<file path="src/rtl/stopwatch_core_param.sv">
// mm:ss stopwatch/timer core: up/down BCD count, lap freeze, per-digit adjust while paused
// and a registered, multiplexed active-low 7-segment drive. Single clock, internal enables only.
module stopwatch_core_param #(
   parameter int unsigned CLK_HZ       = 100_000_000,
   parameter int unsigned TICK_HZ      = 1,
   parameter int unsigned SCAN_HZ      = 400,
   parameter int unsigned MIN_TENS_MAX = 5,
   parameter bit          SATURATE     = 1'b0
) (
   input  logic        clk,
   input  logic        rst,
   input  logic        pause_stb,
   input  logic        lap_stb,
   input  logic        dir,
   input  logic [1:0]  adj_sel,
   input  logic        adj_stb,
   output logic [6:0]  seg,
   output logic [3:0]  an,
   output logic        running,
   output logic        done,
   output logic        blink_led,
   output logic [15:0] bcd
);

   localparam int unsigned TICK_DIV = CLK_HZ / TICK_HZ;
   localparam int unsigned HALF_DIV = CLK_HZ / (2 * TICK_HZ);
   localparam int unsigned SCAN_DIV = CLK_HZ / SCAN_HZ;
   localparam int TW = (TICK_DIV > 1) ? $clog2(TICK_DIV) : 1;
   localparam int HW = (HALF_DIV > 1) ? $clog2(HALF_DIV) : 1;
   localparam int SW = (SCAN_DIV > 1) ? $clog2(SCAN_DIV) : 1;
   localparam logic [TW-1:0] TICK_TC = TW'(TICK_DIV - 1);
   localparam logic [HW-1:0] HALF_TC = HW'(HALF_DIV - 1);
   localparam logic [SW-1:0] SCAN_TC = SW'(SCAN_DIV - 1);
   localparam logic [3:0]    M10_MAX = 4'(MIN_TENS_MAX);

   typedef enum logic {StPaused = 1'b0, StRunning = 1'b1} state_e;

   state_e          state_q, state_d;
   logic [3:0]      s1_q, s1_d, s10_q, s10_d, m1_q, m1_d, m10_q, m10_d;
   logic [TW-1:0]   tick_div_q, tick_div_d;
   logic [HW-1:0]   half_div_q, half_div_d;
   logic [SW-1:0]   scan_div_q, scan_div_d;
   logic [1:0]      idx_q, idx_d;
   logic            blink_q, blink_d;
   logic            done_q, done_d;
   logic            freeze_q, freeze_d;
   logic [15:0]     lap_q, lap_d;
   logic [6:0]      seg_q, seg_d;
   logic [3:0]      an_q, an_d;

   logic        tick;
   logic        at_zero, at_top;
   logic [15:0] live, disp;
   logic [3:0]  digit;
   logic        blank;

   function automatic logic [6:0] seg_decode(input logic [3:0] d);
      logic [6:0] s;
      unique case (d)
         4'd0:    s = 7'h40;
         4'd1:    s = 7'h79;
         4'd2:    s = 7'h24;
         4'd3:    s = 7'h30;
         4'd4:    s = 7'h19;
         4'd5:    s = 7'h12;
         4'd6:    s = 7'h02;
         4'd7:    s = 7'h78;
         4'd8:    s = 7'h00;
         4'd9:    s = 7'h10;
         default: s = 7'h7F;
      endcase
      return s;
   endfunction

   assign running   = (state_q == StRunning);
   assign live      = {m10_q, m1_q, s10_q, s1_q};
   assign bcd       = live;
   assign seg       = seg_q;
   assign an        = an_q;
   assign done      = done_q;
   assign blink_led = blink_q;
   assign at_zero   = (live == 16'h0000);
   assign at_top    = (m10_q == M10_MAX) && (m1_q == 4'd9) && (s10_q == 4'd5) && (s1_q == 4'd9);
   assign tick      = running && (tick_div_q == TICK_TC);

   // Dividers: the tick divider holds its phase while paused, the half-tick one free-runs.
   always_comb begin
      tick_div_d = tick_div_q;
      half_div_d = half_div_q;
      blink_d    = blink_q;
      scan_div_d = scan_div_q;
      idx_d      = idx_q;
      if (running) begin
         tick_div_d = tick ? '0 : tick_div_q + 1'b1;
      end
      if (half_div_q == HALF_TC) begin
         half_div_d = '0;
         blink_d    = ~blink_q;
      end else begin
         half_div_d = half_div_q + 1'b1;
      end
      if (scan_div_q == SCAN_TC) begin
         scan_div_d = '0;
         idx_d      = idx_q + 2'd1;
      end else begin
         scan_div_d = scan_div_q + 1'b1;
      end
   end

   // Run state and BCD count; a terminal tick overrides any pause toggle in the same cycle.
   always_comb begin
      state_d = state_q;
      done_d  = 1'b0;
      s1_d    = s1_q;
      s10_d   = s10_q;
      m1_d    = m1_q;
      m10_d   = m10_q;
      if (pause_stb && !(dir && at_zero)) begin
         state_d = running ? StPaused : StRunning;
      end
      if (tick) begin
         if (!dir) begin
            done_d = at_top;
            if (at_top) begin
               if (SATURATE) begin
                  state_d = StPaused;
               end else begin
                  s1_d  = '0;
                  s10_d = '0;
                  m1_d  = '0;
                  m10_d = '0;
               end
            end else if (s1_q != 4'd9) begin
               s1_d = s1_q + 4'd1;
            end else begin
               s1_d = '0;
               if (s10_q != 4'd5) begin
                  s10_d = s10_q + 4'd1;
               end else begin
                  s10_d = '0;
                  if (m1_q != 4'd9) begin
                     m1_d = m1_q + 4'd1;
                  end else begin
                     m1_d  = '0;
                     m10_d = m10_q + 4'd1;
                  end
               end
            end
         end else begin
            done_d = at_zero;
            if (at_zero) begin
               state_d = StPaused;
            end else if (s1_q != 4'd0) begin
               s1_d = s1_q - 4'd1;
            end else begin
               s1_d = 4'd9;
               if (s10_q != 4'd0) begin
                  s10_d = s10_q - 4'd1;
               end else begin
                  s10_d = 4'd5;
                  if (m1_q != 4'd0) begin
                     m1_d = m1_q - 4'd1;
                  end else begin
                     m1_d  = 4'd9;
                     m10_d = m10_q - 4'd1;
                  end
               end
            end
         end
      end else if (adj_stb && !running) begin
         unique case (adj_sel)
            2'd0: s1_d  = (s1_q  >= 4'd9)    ? 4'd0 : s1_q  + 4'd1;
            2'd1: s10_d = (s10_q >= 4'd5)    ? 4'd0 : s10_q + 4'd1;
            2'd2: m1_d  = (m1_q  >= 4'd9)    ? 4'd0 : m1_q  + 4'd1;
            2'd3: m10_d = (m10_q >= M10_MAX) ? 4'd0 : m10_q + 4'd1;
            default: ;
         endcase
      end
   end

   always_comb begin
      freeze_d = freeze_q;
      lap_d    = lap_q;
      if (lap_stb) begin
         freeze_d = ~freeze_q;
         if (!freeze_q) begin
            lap_d = live;
         end
      end
   end

   // Display path is registered against the upcoming scan slot so an and seg move together.
   always_comb begin
      disp = freeze_q ? lap_q : live;
      unique case (idx_d)
         2'd0:    digit = disp[3:0];
         2'd1:    digit = disp[7:4];
         2'd2:    digit = disp[11:8];
         default: digit = disp[15:12];
      endcase
      blank = !running && (idx_d == adj_sel) && !blink_q;
      seg_d = blank ? 7'h7F : seg_decode(digit);
      an_d  = ~(4'b0001 << idx_d);
   end

   always_ff @(posedge clk) begin
      if (rst) begin
         state_q    <= StPaused;
         s1_q       <= '0;
         s10_q      <= '0;
         m1_q       <= '0;
         m10_q      <= '0;
         tick_div_q <= '0;
         half_div_q <= '0;
         scan_div_q <= '0;
         idx_q      <= '0;
         blink_q    <= 1'b0;
         done_q     <= 1'b0;
         freeze_q   <= 1'b0;
         lap_q      <= '0;
         seg_q      <= 7'h40;
         an_q       <= 4'b1110;
      end else begin
         state_q    <= state_d;
         s1_q       <= s1_d;
         s10_q      <= s10_d;
         m1_q       <= m1_d;
         m10_q      <= m10_d;
         tick_div_q <= tick_div_d;
         half_div_q <= half_div_d;
         scan_div_q <= scan_div_d;
         idx_q      <= idx_d;
         blink_q    <= blink_d;
         done_q     <= done_d;
         freeze_q   <= freeze_d;
         lap_q      <= lap_d;
         seg_q      <= seg_d;
         an_q       <= an_d;
      end
   end

endmodule

</file>
<file path="config.mk">
export PLATFORM = sky130hd
export DESIGN_NAME = stopwatch_core_param
export DESIGN_NICKNAME = d
export VERILOG_FILES = /design/src/rtl/stopwatch_core_param.sv
export SDC_FILE = /design/constraint.sdc
export NUM_CORES = 1
export LEC_CHECK = 0
export ABC_AREA = 1
export CORE_ASPECT_RATIO = 0.5
export CORE_MARGIN = 2
export CORE_UTILIZATION = 53
export CTS_CLUSTER_DIAMETER = 30
export DETAILED_ROUTE_END_ITERATION = 8
export PLACE_DENSITY = 0.73
export REMOVE_ABC_BUFFERS = 1
export SYNTH_ARGS = -nofsm -noshare
export SYNTH_HDL_FRONTEND = slang
export SYNTH_SLANG_ARGS = --single-unit
export TNS_END_PERCENT = 10
</file>
<file path="constraint.sdc">
create_clock -name clk -period 4.8 [get_ports clk]
set_clock_uncertainty 0.1 [all_clocks]
set_input_delay 1.44 -clock clk [delete_from_list [all_inputs] [get_ports clk]]
set_output_delay 1.44 -clock clk [all_outputs]
set_load 0.1 [all_outputs]
</file>
==> impl_metrics.env <==
export IMPL_status="finished clean"
export IMPL_r2r_slack_ps=2090
export IMPL_finalMaxSlewViolations=0
export IMPL_power_density_mw_per_mm2=348
export IMPL_ant_nets=0
export IMPL_critPathKind="reg -> out"
export IMPL_antenna_found_initial=0
export IMPL_hp_class="reg -> reg"
export IMPL_worstPathArrival_ps=2140
export IMPL_synth_async_sr_flop_share=0
export IMPL_core_area_sq_mm=0.0127
export IMPL_ys_seq_area_frac=0.350
export IMPL_die_area_sq_mm=0.0139
export IMPL_diodes=0
export IMPL_cts_path_max_buffers=2
export IMPL_r2r_cells=17
export IMPL_final_common_cell="nand2_1"
export IMPL_fin_crit_sh=0.767
export IMPL_clock_power_share=0.500
export IMPL_p_int_mw=2.05
export IMPL_gp_congestion=0.946
export IMPL_fin_hold_ws_ps=352
export IMPL_grt_start_max_net_pins=30
export IMPL_numClockSinks=120
export IMPL_crit_chain="clkdlybuf4s50_1"
export IMPL_grt_pass1_vias=6188
export IMPL_worst_pin_slew_ps=981
export IMPL_postCtsHoldBufs=0
export IMPL_cp_end_kind="output pin"
export IMPL_rsz0062_at_grt="false"
export IMPL_placed_area_sq_mm=0.00739
export IMPL_crit_buf_inv=1
export IMPL_cts_repair_resize_count=0
export IMPL_irDropWorstVdd_uv=243
export IMPL_cpPeakStageDelay_ps=1200
export IMPL_fin_nets=1068
export IMPL_hold_path_depth=1
export IMPL_routed_via_count=6523
export IMPL_die_y_microns=84.5
export IMPL_p_seq_frac=0.377
export IMPL_wl_mm=16.1
export IMPL_cts_buffers=17
export IMPL_cp_slowest_cell="clkdlybuf4s50_1"
export IMPL_fillers=1154
export IMPL_netlist_instances=997
export IMPL_dr_first_iter_drc_count=446
export IMPL_startpoint_type="flop"
export IMPL_finalSetupViolCount=0
export IMPL_r2r_start="scan_div_q[0]"
export IMPL_clock_latency_ps=420
export IMPL_syn2layout_area_growth_pct=17.0
export IMPL_io_buffer_count=37
export IMPL_ys_ff_latch=120
export IMPL_syn_area_per_cell_sq_um=6.89
export IMPL_cts_tree="done"
export IMPL_hold_viol=0
export IMPL_whs_endpoint="half_div_q[0]"
export IMPL_finalCriticalPeriod_ps=3680
export IMPL_power_frac_comb=0.123
export IMPL_cp_depth=1
export IMPL_finalSetupTns_ps=0
export IMPL_grt_use_total=0.245
export IMPL_rows=29
export IMPL_synth_main_ff_cell="dfxtp_1"
export IMPL_drv_cap=0
export IMPL_drc_errors=0
export IMPL_ys_warn_count=0
export IMPL_syn_cell_area_sq_mm=0.00687
export IMPL_final_cell_mix="178 x nand2_1, 141 x nor2_1, 129 x inv_1"
export IMPL_sw_frac_of_total=0.269
export IMPL_initial_core_util=0.542
export IMPL_p_switching_uw=751
export IMPL_grt_overflow_total=0
export IMPL_max_freq_mhz=271
export IMPL_leakagePower_nw=3.36
export IMPL_r2r_end="seg[3]"
export IMPL_min_from="half_div_q[0]"
export IMPL_root_buffer="clkbuf_16"
export IMPL_cts_setup_buffers=0
export IMPL_final_area_sq_mm=0.00804
export IMPL_vias_per_cell=5.36
export IMPL_cts_clk_slew_worst_paths_ps=60
export IMPL_grt_pass1_wl_mm=27.5
export IMPL_post_route_worst_setup_slack_ps=1120
export IMPL_crit_family="buffers and inverters"
export IMPL_ios=38
export IMPL_drt_first_pass_iters=8
export IMPL_drive_above_1_share=0.0868
export IMPL_max_slew_margin=0.344
export IMPL_synth_edf_count=0
export IMPL_synth_cell_type_count=50
export IMPL_hpwl_mm=11.8
export IMPL_die_x_microns=165
export IMPL_htreeDepth=4
export IMPL_cp_required_ps=3260
export IMPL_place_ws_ps=1170
export IMPL_post_drt_wl_per_cell_microns=13.3
export IMPL_critical_path_max_fanout=8
[how the worst max path moves through the flow]
stage                 start             end  slack, ps
floorplan               rst  half_div_q[14]       1930
global placement        dir        m10_q[0]       1190
detailed placement      dir        m10_q[0]       1170
CTS                 m1_q[2]         bcd[10]       1110
global route        m1_q[2]         bcd[10]       1060
finish              m1_q[2]         bcd[10]       1120
[state kept, by name (all words and copies together) (netlist names)]
name / count
blink_led: 1
lap_q: 16
idx_q: 2
scan_div_q: 18
half_div_q: 26
an: 4
m1_q: 4
seg: 7
tick_div_q: 27
s10_q: 4
running: 1
done: 1
s1_q: 4
freeze_q: 1
m10_q: 4
[cell usage after synthesis (all sizes together) (3+ instances only)]
cell type | count | area (sq um)
o211ai | 8 | 60.1
clkinv | 3 | 12.5
inv | 135 | 509
nand4 | 36 | 231
o31ai | 5 | 37.5
nand2 | 190 | 763
nand3b | 8 | 60.1
dfxtp | 120 | 2400
nor3 | 31 | 170
xor2 | 21 | 184
ha | 24 | 300
nor2 | 152 | 613
nand3 | 75 | 443
o21ai | 75 | 375
nor4 | 8 | 77.6
o21a | 5 | 37.5
a21oi | 43 | 215
xnor2 | 6 | 52.6
a31oi | 6 | 37.5
buf | 5 | 36.3
clkbuf | 18 | 67.6
nor3b | 6 | 45.0
[final cells by class]
cell class / count / area [sq um] / share of cell area
repair buffers: 43 / 415 / 0.0517
clock inverters: 14 / 221 / 0.0275
well taps: 170 / 213 / 0.0265
multi-input cells: 716 / 3840 / 0.478
flip-flops and latches: 120 / 2400 / 0.299
clock buffers: 17 / 425 / 0.0529
inverters: 138 / 522 / 0.0649
[logic make-up (layout without fill, tap and decap cells)]
family | after synthesis | after routing | share of synthesized area
compound gates | 155 | 155 | 0.128
simple gates | 510 | 510 | 0.354
fa+ha+maj | 24 | 24 | 0.0437
flops | 120 | 120 | 0.350
buf+inv | 161 | 212 | 0.0911
xor+xnor | 27 | 27 | 0.0344
[layer usage]
layer | vias to the layer above | wire length, microns | global-route usage
li1 | 3356 | - | -
met1 | 2989 | 7360 | 0.297
met2 | 144 | 7730 | 0.428
met3 | 34 | 738 | 0.0543
met4 | 0 | 308 | 0.0917
met5 | - | 0 | 0
[power groups by stage]
stage | registers (mW) | clock network (mW) | logic (mW)
after CTS | 1.05 | 1.42 | 0.344
after global routing | 1.06 | 1.46 | 0.378
after floorplan | 1.17 | 0 | 0.151
after global placement | 1.07 | 0 | 0.337
final | 1.05 | 1.40 | 0.345
after detailed placement | 1.07 | 0 | 0.341
[stage by stage]
stage          power [mW]   util  std cells
2_1_floorplan        1.32      -        974
3_3_place_gp         1.41  0.584       1187
3_5_place_dp         1.42  0.584       1187
4_1_cts              2.82  0.635       1218
5_1_grt              2.90  0.635       1218
6_report             2.80  0.635       1218
No activity file was read; power rests on OpenSTA's default activity.
